==> src/rtl/i2c_tc74_slave.sv <==
// TC74-style I2C temperature sensor slave with TEMP and CONFIG registers.
// Open-drain SDA: sda_oe=1 pulls the line low.
module i2c_tc74_slave #(
    parameter logic [6:0] SLAVE_ADDR = 7'b1001101
) (
    input  logic       divided_clock,
    input  logic       reset,
    input  logic       scl_in,
    input  logic       sda_in,
    output logic       sda_oe,
    input  logic [7:0] temp_in,
    input  logic       temp_valid,
    output logic [7:0] config_out,
    output logic       busy
);
    typedef enum logic [3:0] {
        IDLE, ADDR, ADDR_ACK, CMD, CMD_ACK,
        WDATA, WDATA_ACK, RDATA, RACK, WAIT_STOP
    } state_t;

    state_t     state, state_n;
    logic [2:0] scl_q, sda_q;
    logic [3:0] cnt, cnt_n;
    logic [7:0] rx, rx_n, tx, tx_n;
    logic [7:0] ptr, ptr_n, temp, rd_data;
    logic       rw, rw_n, oe_n, busy_n;
    logic       shdn, shdn_n, data_rdy;
    logic       scl_rise, scl_fall, start, stop;

    // [1] is the synchronized value, [2] its previous sample
    assign scl_rise = scl_q[1] & ~scl_q[2];
    assign scl_fall = ~scl_q[1] & scl_q[2];
    assign start    = ~sda_q[1] & sda_q[2] & scl_q[1] & scl_q[2];
    assign stop     = sda_q[1] & ~sda_q[2] & scl_q[1] & scl_q[2];

    assign config_out = {shdn, data_rdy, 6'd0};

    always_comb begin
        case (ptr)
            8'h00:   rd_data = temp;
            8'h01:   rd_data = config_out;
            default: rd_data = 8'h00;
        endcase
    end

    always_ff @(posedge divided_clock) begin
        if (!reset) begin
            scl_q    <= 3'b111;
            sda_q    <= 3'b111;
            temp     <= 8'h00;
            data_rdy <= 1'b0;
        end else begin
            scl_q <= {scl_q[1:0], scl_in};
            sda_q <= {sda_q[1:0], sda_in};
            if (temp_valid && !shdn) begin
                temp     <= temp_in;
                data_rdy <= 1'b1;
            end
        end
    end

    always_ff @(posedge divided_clock) begin
        if (!reset) begin
            state  <= IDLE;
            cnt    <= 4'd0;
            rx     <= 8'h00;
            tx     <= 8'h00;
            ptr    <= 8'h00;
            rw     <= 1'b0;
            sda_oe <= 1'b0;
            busy   <= 1'b0;
            shdn   <= 1'b0;
        end else begin
            state  <= state_n;
            cnt    <= cnt_n;
            rx     <= rx_n;
            tx     <= tx_n;
            ptr    <= ptr_n;
            rw     <= rw_n;
            sda_oe <= oe_n;
            busy   <= busy_n;
            shdn   <= shdn_n;
        end
    end

    always_comb begin
        state_n = state;
        cnt_n   = cnt;
        rx_n    = rx;
        tx_n    = tx;
        ptr_n   = ptr;
        rw_n    = rw;
        oe_n    = sda_oe;
        busy_n  = busy;
        shdn_n  = shdn;
        if (start) begin
            state_n = ADDR;
            cnt_n   = 4'd0;
            oe_n    = 1'b0;
        end else if (stop) begin
            state_n = IDLE;
            oe_n    = 1'b0;
            busy_n  = 1'b0;
        end else begin
            case (state)
                ADDR, CMD, WDATA: begin
                    if (scl_rise) begin
                        rx_n  = {rx[6:0], sda_q[1]};
                        cnt_n = cnt + 4'd1;
                        if (cnt == 4'd7) begin
                            cnt_n = 4'd0;
                            if (state == ADDR) begin
                                if (rx_n[7:1] == SLAVE_ADDR) begin
                                    busy_n  = 1'b1;
                                    rw_n    = rx_n[0];
                                    state_n = ADDR_ACK;
                                end else begin
                                    busy_n  = 1'b0;
                                    state_n = WAIT_STOP;
                                end
                            end else if (state == CMD) begin
                                ptr_n   = rx_n;
                                state_n = CMD_ACK;
                            end else begin
                                if (ptr == 8'h01)
                                    shdn_n = rx_n[7];
                                state_n = WDATA_ACK;
                            end
                        end
                    end
                end
                // cnt=0: waiting for the fall that starts the ACK slot
                ADDR_ACK, CMD_ACK, WDATA_ACK: begin
                    if (scl_fall) begin
                        if (cnt == 4'd0) begin
                            oe_n  = 1'b1;
                            cnt_n = 4'd1;
                        end else begin
                            oe_n    = 1'b0;
                            cnt_n   = 4'd0;
                            state_n = WDATA;
                            if (state == ADDR_ACK) begin
                                if (rw) begin
                                    tx_n    = rd_data;
                                    oe_n    = ~rd_data[7];
                                    cnt_n   = 4'd1;
                                    state_n = RDATA;
                                end else begin
                                    state_n = CMD;
                                end
                            end
                        end
                    end
                end
                RDATA: begin
                    if (scl_fall) begin
                        if (cnt == 4'd8) begin
                            oe_n    = 1'b0;
                            state_n = RACK;
                        end else begin
                            oe_n  = ~tx[~cnt[2:0]];
                            cnt_n = cnt + 4'd1;
                        end
                    end
                end
                RACK: begin
                    if (scl_rise) begin
                        if (sda_q[1]) begin
                            state_n = WAIT_STOP;
                        end else begin
                            tx_n    = rd_data;
                            cnt_n   = 4'd0;
                            state_n = RDATA;
                        end
                    end
                end
                default: ;
            endcase
        end
    end
endmodule

==> config.mk <==
export PLATFORM = sky130hd
export DESIGN_NAME = i2c_tc74_slave
export DESIGN_NICKNAME = d
export VERILOG_FILES = /design/src/rtl/i2c_tc74_slave.sv
export SDC_FILE = /design/constraint.sdc
export NUM_CORES = 1
export LEC_CHECK = 0
export CAP_MARGIN = 20
export CORE_MARGIN = 3
export CORE_UTILIZATION = 57
export CTS_CLUSTER_DIAMETER = 80
export DETAILED_ROUTE_END_ITERATION = 8
export PLACE_DENSITY = 0.78
export SLEW_MARGIN = 0
export SYNTH_ARGS = -nofsm -noshare
export SYNTH_HDL_FRONTEND = slang
export SYNTH_SLANG_ARGS = --single-unit
==> constraint.sdc <==
create_clock -name divided_clock -period 2.6 [get_ports divided_clock]
set_input_delay 0.52 -clock divided_clock [delete_from_list [all_inputs] [get_ports divided_clock]]
set_output_delay 0.52 -clock divided_clock [all_outputs]
set_load 0.05 [all_outputs]
# --- Yosys cells after proc, flatten, opt, wreduce, memory -nomap -nowiden ---
# Cells that the tools add are included.
word_totals:
  regBits: 50
  word_cells: 142
classes:
  n_addsub: 1
  order_cmp: 1
  eq_ne: 30
  muxes: 50
  bitwise: 20
  reduce_logical: 26
ops:
  columns: ["operator", "count"]
  rows:
  - ["$mux W4", 17]
  - ["$mux W8", 6]
  - ["$pmux W4 S4", 2]
  - ["$pmux W8 S2", 2]
  - ["$reduce_and A8 Y1", 4]
  - ["$ne A4 B4 Y1 const B", 7]
  - ["$ne A2 B2 Y1 const B", 11]
  - ["$eq A4 B3 Y1 const B", 5]
  - ["$mux W1", 18]
  - ["$reduce_and A7 Y1", 2]
  - ["$reduce_bool A2 Y1", 6]
  - ["$not A1 Y1", 11]
  - ["$reduce_and A9 Y1", 1]
  - ["$reduce_or A3 Y1", 3]
  - ["$and A1 B1 Y1", 8]
  - ["$eq A4 B2 Y1 const B", 2]
  - ["$eq A4 B4 Y1 const B", 2]
  - ["$eq A8 B1 Y1 const B", 1]
  - ["$logic_not A8 Y1", 1]
  - ["$eq A7 B7 Y1 const B", 1]
  - ["$mux W3", 2]
  - ["$reduce_bool A6 Y1", 1]
  - ["$reduce_and A5 Y1", 1]
  - ["$add A4 B1 Y4 const B", 1]
  - ["13 further kinds", 13]

# --- Longest topological paths before layout ---
# Gate-level depths: netlist of run 1.
logic_depth:
  ltp_word: 8
  depth_mapped: 10
  mapped_depth_nobuf: 8

# --- Worst setup path before layout of run 1 ---
# Ideal clock, no wire load.
synth_path:
  path_type: "register to register"
  startpoint: "register cnt[0]"
  endpoint: "register tx[6]"
  setup_ps: 101
  t_arrival_ps: 1936
  path_slack_ps: 563
  stages_incl_launch_ff: 10
  n_path_buf: 1
  period_less_slack_ps: 2037
  path_cell_list: "dfxtp_1 > inv_1 > ha_1 > inv_1 > o311ai_0 > a21oi_1 > o221ai_1 > clkbuf_1 > nand3_1 > o41ai_1"
synth_via:
  elab_chain_cells: 3
synth_rtl:
  columns: ["element", "line_no", "source"]
  rows:
  - ["start: declaration", "23", "logic [3:0] cnt, cnt_n;"]
  - ["start signal: assignment", "75", "cnt <= cnt_n;"]
  - ["$logic_not A4 Y1", "135", "if (cnt == 4'd0) begin"]
  - ["$ne A2 B2 Y1 (no source line)", null, null]
  - ["$reduce_and A9 Y1 (no source line)", null, null]
  - ["end signal: assignment", "77", "tx <= tx_n;"]
  - ["end: declaration", "24", "logic [7:0] rx, rx_n, tx, tx_n;"]
# Every way passes these cells.
# A chain may end at the register's enable or synchronous reset.

# --- Worst setup path after layout of run 1 ---
layout_path:
  startpoint: "register state[3]"
  endpoint: "register cnt[3]"
layout_via:
  elab_chain_cells: 4
  word_cells_on_any_way: 19
  classes_between: "eq/ne: 14; mux: 1; reduce/logical: 4"
layout_rtl:
  columns: ["element", "line_no", "source"]
  rows:
  - ["start: declaration", "21", "state_t state, state_n;"]
  - ["start signal: assignment", "74", "state <= state_n;"]
  - ["$eq A4 B2 Y1 (tied with other cells)", "105, 142", null]
  - ["$reduce_or A3 Y1", "105", "case (state)"]
  - ["$reduce_bool A4 Y1 (no source line) / $ne A2 B2 Y1 (equally long branches)", null, null]
  - ["$reduce_and A8 Y1 (no source line)", null, null]
# Parallel ways exist; a longest one is shown, timed or not.

==> results.json, run 1 <==
{
  "avgSynthCellArea_um2": 8.27,
  "hold_viol": 0,
  "synth_edf_count": 0,
  "synth_cells": 310,
  "post_cts_buffers": 0,
  "globalRouteMet3Util_pct": 3.58,
  "period_needed_ns": 2.31,
  "synth_top_area_share_pct": 39.0,
  "fin_cells": 370,
  "synth_cell_types": 53,
  "maxCapViolations": 0,
  "setup_ws_ns": 0.286,
  "cellPowerDensity_mw_per_mm2": 492,
  "vias_per_cell": 5.94,
  "numClockSinks": 50,
  "grt_pass1_wl_um": 9850,
  "drive_gt1_share_pct": 8.44,
  "place_inst": 362,
  "yosysTopAreaCell": "dfxtp_1",
  "dp_hpwl_um": 4020,
  "insertedDiodeCount": 0,
  "wl_per_cell_um": 15.3,
  "tightest_slew_ns": 0.663,
  "maxSlewHeadroom_pct": 55.8,
  "status": "complete, no violations",
  "dieArea_mm2": 0.00534,
  "final_common_cell": "dfxtp_1",
  "skew_ns": 0.00334,
  "clkTransAtPathRegs_ns": 0.09,
  "fin_tns_setup_ns": 0,
  "p_leak_uw": 0.00113,
  "crit_buf_inv": 1,
  "yosys_warnings": 0,
  "rsz0062_at_grt": "no",
  "insertion_delay_ns": 0.30,
  "fp.dieH_um": 73.1,
  "grt_usage_pct": 23.3,
  "area_growth_pct": 9.96,
  "start_util_pct": 61.4,
  "ys_ff_latch": 50,
  "grt_util_met2_pct": 36.2,
  "cts_tree": "yes",
  "grt_overflow": 0,
  "rows": 23,
  "drtAntennaViolNets": 0,
  "io_buffers": 16,
  "synth_area_mm2": 0.00256,
  "holdWs_ns": 0.421,
  "grt_pass1_vias": 2039,
  "synth-main-ff-cell": "dfxtp_1",
  "synth_area_leaders": "dfxtp_1 (39%), mux2i_1 (7.0%), nand2_1 (5.3%)",
  "cp.required_ns": 2.84,
  "min_period_over_period_pct": 89.0,
  "antenna_found_initial": 0,
  "end_kind": "flip-flop",
  "io_pins": 23,
  "worstPathCellList": "nor4b_1 -> buf_4 -> and2_1 -> nor3_1 -> o21ai_2 -> or4_1 -> a21oi_1",
  "drt_iter0_drc": 226,
  "cts-root-buf": "clkbuf_8",
  "power_uw": 1390,
  "async_flop_share_pct": 0,
  "first_pass_iters": 4,
  "die_x_um": 73.1,
  "pre_cts_ws_ns": 0.343,
  "final_cell_mix": "dfxtp_1 (50), nand2_1 (36), nor2_1 (27)",
  "gp_congestion": 0.960,
  "cts_htree_levels": 2,
  "core_mm2": 0.00417,
  "peakVddDrop_mv": 0.410,
  "crit_family": "simple AND/OR/NAND/NOR gates",
  "busiest_layer": "met2",
  "cp-start-kind": "flip-flop",
  "use_met1_pct": 33.0,
  "cpMaxStageDelayCell": "dfxtp_1",
  "hold_class": "flip-flop to flip-flop",
  "hold_buffers": 0,
  "worstPathArrival_ns": 2.55,
  "setup_violations": 0,
  "drv_slew": 0,
  "cts_buffer_depth": 2,
  "num_vias": 2199,
  "fill_cells": 369,
  "seq_area_frac_synth_pct": 39.0,
  "max_freq_mhz": 432,
  "fin_nets": 334,
  "critical-path-max-stage-delay_ns": 0.53,
  "drc": 0,
  "grt_max_degree": 29,
  "cts_resized": 0,
  "setup.worst_path.class": "flip-flop to flip-flop",
  "worstPathMaxFanout": 18,
  "wl_um": 5670,
  "cts_buffers": 5
}
cell families after synthesis:
logic type | count (synthesis) | synth area share, %
mux | 20 | 8.78
flops | 50 | 39.0
fa+ha+maj | 3 | 1.42
simple gates | 130 | 25.9
buf+inv | 37 | 7.42
xor+xnor | 1 | 0.342
other cells | 1 | 0.146
compound gates | 68 | 16.9
Yosys cell counts (all sizes together) (3+ instances only):
cell type,n
a211oi,3
a21boi,5
a21oi,20
and3,3
buf,18
clkbuf,11
dfxtp,50
inv,8
mux2i,18
nand2,36
nand2b,7
nand3,14
nand3b,4
nor2,27
nor2b,11
nor3,10
o21ai,21
o41ai,3
or4,3
state kept, by name, summed over array words and instances, names as in the netlist:
register,cells
tx,8
rx,7
sda_q,3
sda_oe,1
temp,8
busy,1
state,4
shdn,1
ptr,8
cnt,4
rw,1
data_rdy,1
scl_q,3
worst paths after layout:
kind	startpoint	depth (start not counted)	slack [ns]	endpoint
worst max-delay path	state[3]	7	0.29	cnt[3]
worst min-delay path	sda_q[0]	1	0.42	sda_q[1]
worst min register to register	sda_q[0]	1	0.42	sda_q[1]
worst max register to register	state[3]	7	0.29	cnt[3]
layout make-up:
| class | count | area, um^2 | share of cell area, % |
|---|---|---|---|
| timing repair buffer | 26 | 235 | 8.34 |
| clock buffer | 6 | 82.6 | 2.93 |
| sequential | 50 | 1000 | 35.5 |
| clock inverter | 2 | 16.3 | 0.577 |
| multi-input combinational | 228 | 1390 | 49.4 |
| tap | 50 | 62.6 | 2.22 |
| inverter | 8 | 30.0 | 1.07 |
worst register-to-register path, delay by kind of cell (launching register included):
family / cells / cell delay (ns)
flops: 1 / 0.53
simple gates: 4 / 1.22
buf+inv: 1 / 0.17
compound gates: 2 / 0.31
stage by stage:
step	area [um^2]	util, %
final	2820	67.6
after global routing	2820	67.6
after CTS	2820	67.6
after detailed placement	2720	65.2
after global placement	2720	65.2
after floorplan	2580	-
power by group:
part | switching, uW | internal (uW) | leakage (uW)
logic | 67.4 | 41.9 | 0.000679
registers | 10.0 | 778 | 0.000406
clock network | 270 | 220 | 0.0000478
total | 347 | 1040 | 0.00113
routing by layer:
| layer | share of wire (%) | vias to the layer above |
|---|---|---|
| met2 | 45 | 74 |
| met4 | 1.7 | 0 |
| met5 | 0 | - |
| met1 | 48 | 1009 |
| met3 | 5.0 | 13 |
| li1 | - | 1103 |
No activity file was read; power rests on OpenSTA's default activity.
==> run 2: changes to the inputs <==
--- a/config.mk
+++ b/config.mk
@@ -6,7 +6,7 @@
 export NUM_CORES = 1
 export LEC_CHECK = 0
 export CAP_MARGIN = 20
-export CORE_MARGIN = 3
+export CORE_MARGIN = 2
 export CORE_UTILIZATION = 57
 export CTS_CLUSTER_DIAMETER = 80
 export DETAILED_ROUTE_END_ITERATION = 8
==> run 2 against run 1 <==
Compared with the run above: utilization fell by 2.4 points; sequential share of layout area decreased by 0.22 points; design area is 0.62% higher.
==> results.json, run 2 (same netlist as run 1, synthesis figures left out) <==
{
  "die_x_um": 71.1,
  "wl_per_cell_um": 14.6,
  "crit_start": "state[0]",
  "final_cell_mix": "dfxtp_1 (50), nand2_1 (36), nor2_1 (27)",
  "critical-path-max-stage-delay_ns": 0.75,
  "ff2ff_setup_slack_ns": 0.32,
  "period_needed_ns": 2.28,
  "tightest_slew_ns": 0.673,
  "cts_htree_levels": 2,
  "switching_power_uw": 336,
  "fill_cells": 379,
  "cts-root-buf": "clkbuf_8",
  "numClockSinks": 50,
  "worstPathMaxFanout": 13,
  "intPower_uw": 1100,
  "multiInputGateArea_mm2": 0.00139,
  "drv_slew": 0,
  "seq_area_mm2": 0.00100,
  "cp.required_ns": 2.80,
  "grt_max_degree": 29,
  "switching_share_pct": 23.3,
  "gp_congestion": 0.949,
  "grt_usage_pct": 22.2,
  "fin_util_pct": 65.1,
  "cts_resized": 0,
  "hold_buffers": 0,
  "area_growth_pct": 10.6,
  "post_cts_buffers": 0,
  "r2r_end": "ptr[6]",
  "cts_buffers": 5,
  "io_pins": 23,
  "combPwrFrac_pct": 7.3,
  "clkTransAtPathRegs_ns": 0.09,
  "rr_startpoint": "state[0]",
  "insertedDiodeCount": 0,
  "fp.dieH_um": 71.1,
  "vias_per_cell": 6.06,
  "cellPowerDensity_mw_per_mm2": 508,
  "dieArea_mm2": 0.00505,
  "grt_overflow": 0,
  "rows": 24,
  "cp-start-kind": "flip-flop",
  "wl_um": 5440,
  "min_period_over_period_pct": 87.7,
  "end_kind": "flip-flop",
  "insertion_delay_ns": 0.30,
  "fin_nets": 334,
  "clockPowerShare_pct": 37.9,
  "max_freq_mhz": 438,
  "fin_tns_setup_ns": 0,
  "hold_class": "flip-flop to flip-flop",
  "setup.worst_path.class": "flip-flop to flip-flop",
  "p_leak_uw": 0.00114,
  "reg2regPathDepth": 5,
  "status": "complete, no violations",
  "drc": 0,
  "rsz0062_at_grt": "no",
  "drtAntennaViolNets": 0,
  "pwr-share-seq_pct": 54.8,
  "grt_pass1_vias": 1954,
  "start_util_pct": 58.9,
  "io_buffers": 16,
  "maxCapViolations": 0,
  "worst_path_most_repeated_cell": "nor2b_1",
  "largestRegisters": "ptr: 8 flops, temp: 8 flops, tx: 8 flops",
  "antenna_found_initial": 0,
  "dp_hpwl_um": 3960,
  "cpMaxStageDelayCell": "or4_1",
  "worstPathCellList": "nor2b_1 -> nand3b_1 -> or4_1 -> mux2i_1 -> nor2b_1",
  "cts_buffer_depth": 2,
  "num_vias": 2255,
  "skew_ns": 0.00374,
  "setup_violations": 0,
  "peakVddDrop_mv": 0.427,
  "drive_gt1_share_pct": 8.44,
  "min-delay-start": "sda_q[0]",
  "power_uw": 1440,
  "cts_tree": "yes",
  "holdWs_ns": 0.416,
  "first_pass_iters": 5,
  "drt_iter0_drc": 213,
  "endpoint": "ptr[6]",
  "worstPathArrival_ns": 2.48,
  "grt_pass1_wl_um": 9140,
  "core_mm2": 0.00435,
  "hold_viol": 0,
  "final_common_cell": "dfxtp_1",
  "maxSlewHeadroom_pct": 54.5
}
[run 2: how the worst min path moves through the flow]
| stage | slack (ns) | cells after the start | endpoint |
|---|---|---|---|
| CTS | 0.42 | 1 | sda_q[1] |
| finish | 0.42 | 1 | sda_q[1] |
| global route | 0.43 | 1 | sda_q[1] |
| global placement | 0.39 | 1 | sda_q[1] |
| detailed placement | 0.40 | 1 | sda_q[1] |
| floorplan | 0.39 | 1 | scl_q[1] |
[run 2: critical path: cells and delay by family (launching register included)]
kind / cells / cell delay (ns)
DFF: 1 / 0.61
muxes: 1 / 0.26
and+or+nand+nor: 4 / 1.30
[run 2: area by class of cell]
type	instances	share of cell area, %
flip-flops and latches	50	35.3
clock buffers	5	2.43
multi-input cells	228	49.1
inverters	8	1.06
repair buffers	26	8.29
well taps	52	2.29
clock inverters	3	1.59
[run 2: routing by layer]
| layer | share of wire (%) | GRT usage, % | wire length, um | vias to the layer above |
|---|---|---|---|---|
| met5 | 0 | 0 | 0 | - |
| met4 | 2.0 | 8.18 | 111 | 0 |
| met3 | 5.9 | 3.70 | 320 | 15 |
| met2 | 46 | 35.0 | 2500 | 98 |
| met1 | 46 | 30.8 | 2510 | 1044 |
| li1 | - | - | - | 1098 |
[run 2: through the flow]
stage	worst slack (ns)	instance area, um^2	instances
final	0.319	2840	372
after global routing	0.103	2840	372
after CTS	0.353	2840	372
after detailed placement	0.364	2720	364
after global placement	0.351	2720	364
after floorplan	0.563	2580	315
[run 2: power by group through the flow]
stage / combinational (uW) / clock (uW) / sequential, uW
after detailed placement: 105 / 0 / 807
after CTS: 105 / 554 / 789
after global placement: 104 / 0 / 806
after floorplan: 85.3 / 0 / 800
final: 105 / 546 / 789
after global routing: 116 / 584 / 791
==> run 3: changes to the inputs <==
--- a/config.mk
+++ b/config.mk
@@ -6,7 +6,6 @@
 export NUM_CORES = 1
 export LEC_CHECK = 0
 export CAP_MARGIN = 20
-export CORE_MARGIN = 2
 export CORE_UTILIZATION = 57
 export CTS_CLUSTER_DIAMETER = 80
 export DETAILED_ROUTE_END_ITERATION = 8
==> run 3 against run 2 <==
Compared with the run above: highest routed layer unchanged; first-iteration DRC count down 0.47%; cell count is the same; sequential power about the same; register-to-register slack is essentially flat; setup slack worse by 0.0070 ns; non-clock buffer count did not move; utilization grew 0.37 points.
==> results.json, run 3 (same netlist as run 1, synthesis figures left out) <==
{
  "status": "complete, no violations",
  "antenna_found_initial": 0,
  "io_pins": 23,
  "die_x_um": 69.1,
  "skew_ns": 0.00334,
  "dieArea_mm2": 0.00477,
  "largestRegisters": "ptr: 8 flops, temp: 8 flops, tx: 8 flops",
  "cpMaxStageDelayCell": "dfxtp_1",
  "cellPowerDensity_mw_per_mm2": 506,
  "grt_usage_pct": 24.3,
  "fin_nets": 334,
  "hold_class": "flip-flop to flip-flop",
  "rows": 24,
  "fin_util_pct": 65.5,
  "numClockSinks": 50,
  "cts_buffer_depth": 2,
  "grt_overflow": 0,
  "drive_gt1_share_pct": 8.13,
  "worstPathArrival_ns": 2.52,
  "insertedDiodeCount": 0,
  "dp_hpwl_um": 3980,
  "min-delay-start": "sda_q[0]",
  "holdWs_ns": 0.427,
  "peakVddDrop_mv": 0.430,
  "clkTransAtPathRegs_ns": 0.09,
  "io_buffers": 16,
  "core_mm2": 0.00432,
  "start_util_pct": 59.3,
  "critical-path-max-stage-delay_ns": 0.58,
  "gp_congestion": 0.915,
  "hold_viol": 0,
  "rr_startpoint": "state[2]",
  "cts_tree": "yes",
  "hold_buffers": 0,
  "tightest_slew_ns": 0.668,
  "drt_iter0_drc": 212,
  "p_leak_uw": 0.00114,
  "cts_resized": 0,
  "wl_per_cell_um": 14.5,
  "cp.required_ns": 2.83,
  "drc": 0,
  "fill_cells": 390,
  "area_growth_pct": 10.5,
  "fin_tns_setup_ns": 0,
  "crit_start": "state[2]",
  "end_kind": "flip-flop",
  "grt_pass1_vias": 1998,
  "final_common_cell": "dfxtp_1",
  "insertion_delay_ns": 0.30,
  "maxSlewHeadroom_pct": 54.8,
  "cts_htree_levels": 2,
  "crit_family": "simple AND/OR/NAND/NOR gates",
  "first_pass_iters": 4,
  "cp-start-kind": "flip-flop",
  "wl_um": 5410,
  "setup.worst_path.class": "flip-flop to flip-flop",
  "final_cell_mix": "dfxtp_1 (50), nand2_1 (36), nor2_1 (27)",
  "num_vias": 2171,
  "crit_buf_inv": 1,
  "worstPathCellList": "buf_4 -> nor4b_1 -> and2_1 -> nor3_1 -> o21ai_2 -> or4_1 -> a21oi_1",
  "worstPathMaxFanout": 11,
  "drtAntennaViolNets": 0,
  "vias_per_cell": 5.84,
  "cts-root-buf": "clkbuf_8",
  "post_cts_buffers": 0,
  "max_freq_mhz": 437,
  "min_period_over_period_pct": 88.0,
  "fp.dieH_um": 69.1,
  "grt_pass1_wl_um": 9400,
  "rsz0062_at_grt": "no",
  "maxCapViolations": 0,
  "cts_buffers": 5,
  "drv_slew": 0,
  "setup_violations": 0,
  "period_needed_ns": 2.29,
  "grt_max_degree": 29
}
run 3: cell types whose count changed in the layout (fill, tap and decap cells not counted), sizes merged:
cell / change
clkinvlp: -1
clkbuf: +1
run 3: worst paths after layout:
check / to / slack (ns) / cells after the start
worst min-delay path: sda_q[1] / 0.43 / 1
worst max register to register: cnt[3] / 0.31 / 7
worst max-delay path: cnt[3] / 0.31 / 7
worst min register to register: sda_q[1] / 0.43 / 1
run 3: report_power, final:
group          leakage, uW  switching [uW]  internal, uW
clock network    0.0000514             251           287
logic             0.000679            66.6          41.9
registers         0.000406            9.64           777
run 3: worst reg2reg max path, cell delays in order, from the launching register on:
cell	delay (ns)
dfxtp_1	0.58
buf_4	0.23
nor4b_1	0.09
and2_1	0.21
nor3_1	0.27
o21ai_2	0.18
or4_1	0.52
a21oi_1	0.13
run 3: routing by layer:
layer	track usage, %	vias to the layer above	routed length [um]
met5	0	-	0
met4	8.62	0	80
met3	3.65	9	280
met2	39.2	61	2450
met1	33.1	1001	2600
li1	-	1100	-
run 3: area by class of cell:
| class | instances | area [um^2] | share of cell area [%] |
|---|---|---|---|
| multi-input cells | 228 | 1390 | 49.1 |
| repair buffers | 26 | 235 | 8.30 |
| well taps | 52 | 65.1 | 2.30 |
| clock inverters | 2 | 37.5 | 1.33 |
| inverters | 8 | 30.0 | 1.06 |
| flip-flops and latches | 50 | 1000 | 35.3 |
| clock buffers | 6 | 72.6 | 2.56 |
run 3: per-stage QoR:
step                      worst slack (ns)  instance area (um^2)  total power [uW]  instances
after CTS                            0.364                  2830              1450        372
after global routing                 0.143                  2830              1490        372
final                                0.312                  2830              1430        372
after floorplan                      0.563                  2580               886        315
after global placement               0.394                  2720               912        364
after detailed placement             0.380                  2720               913        364
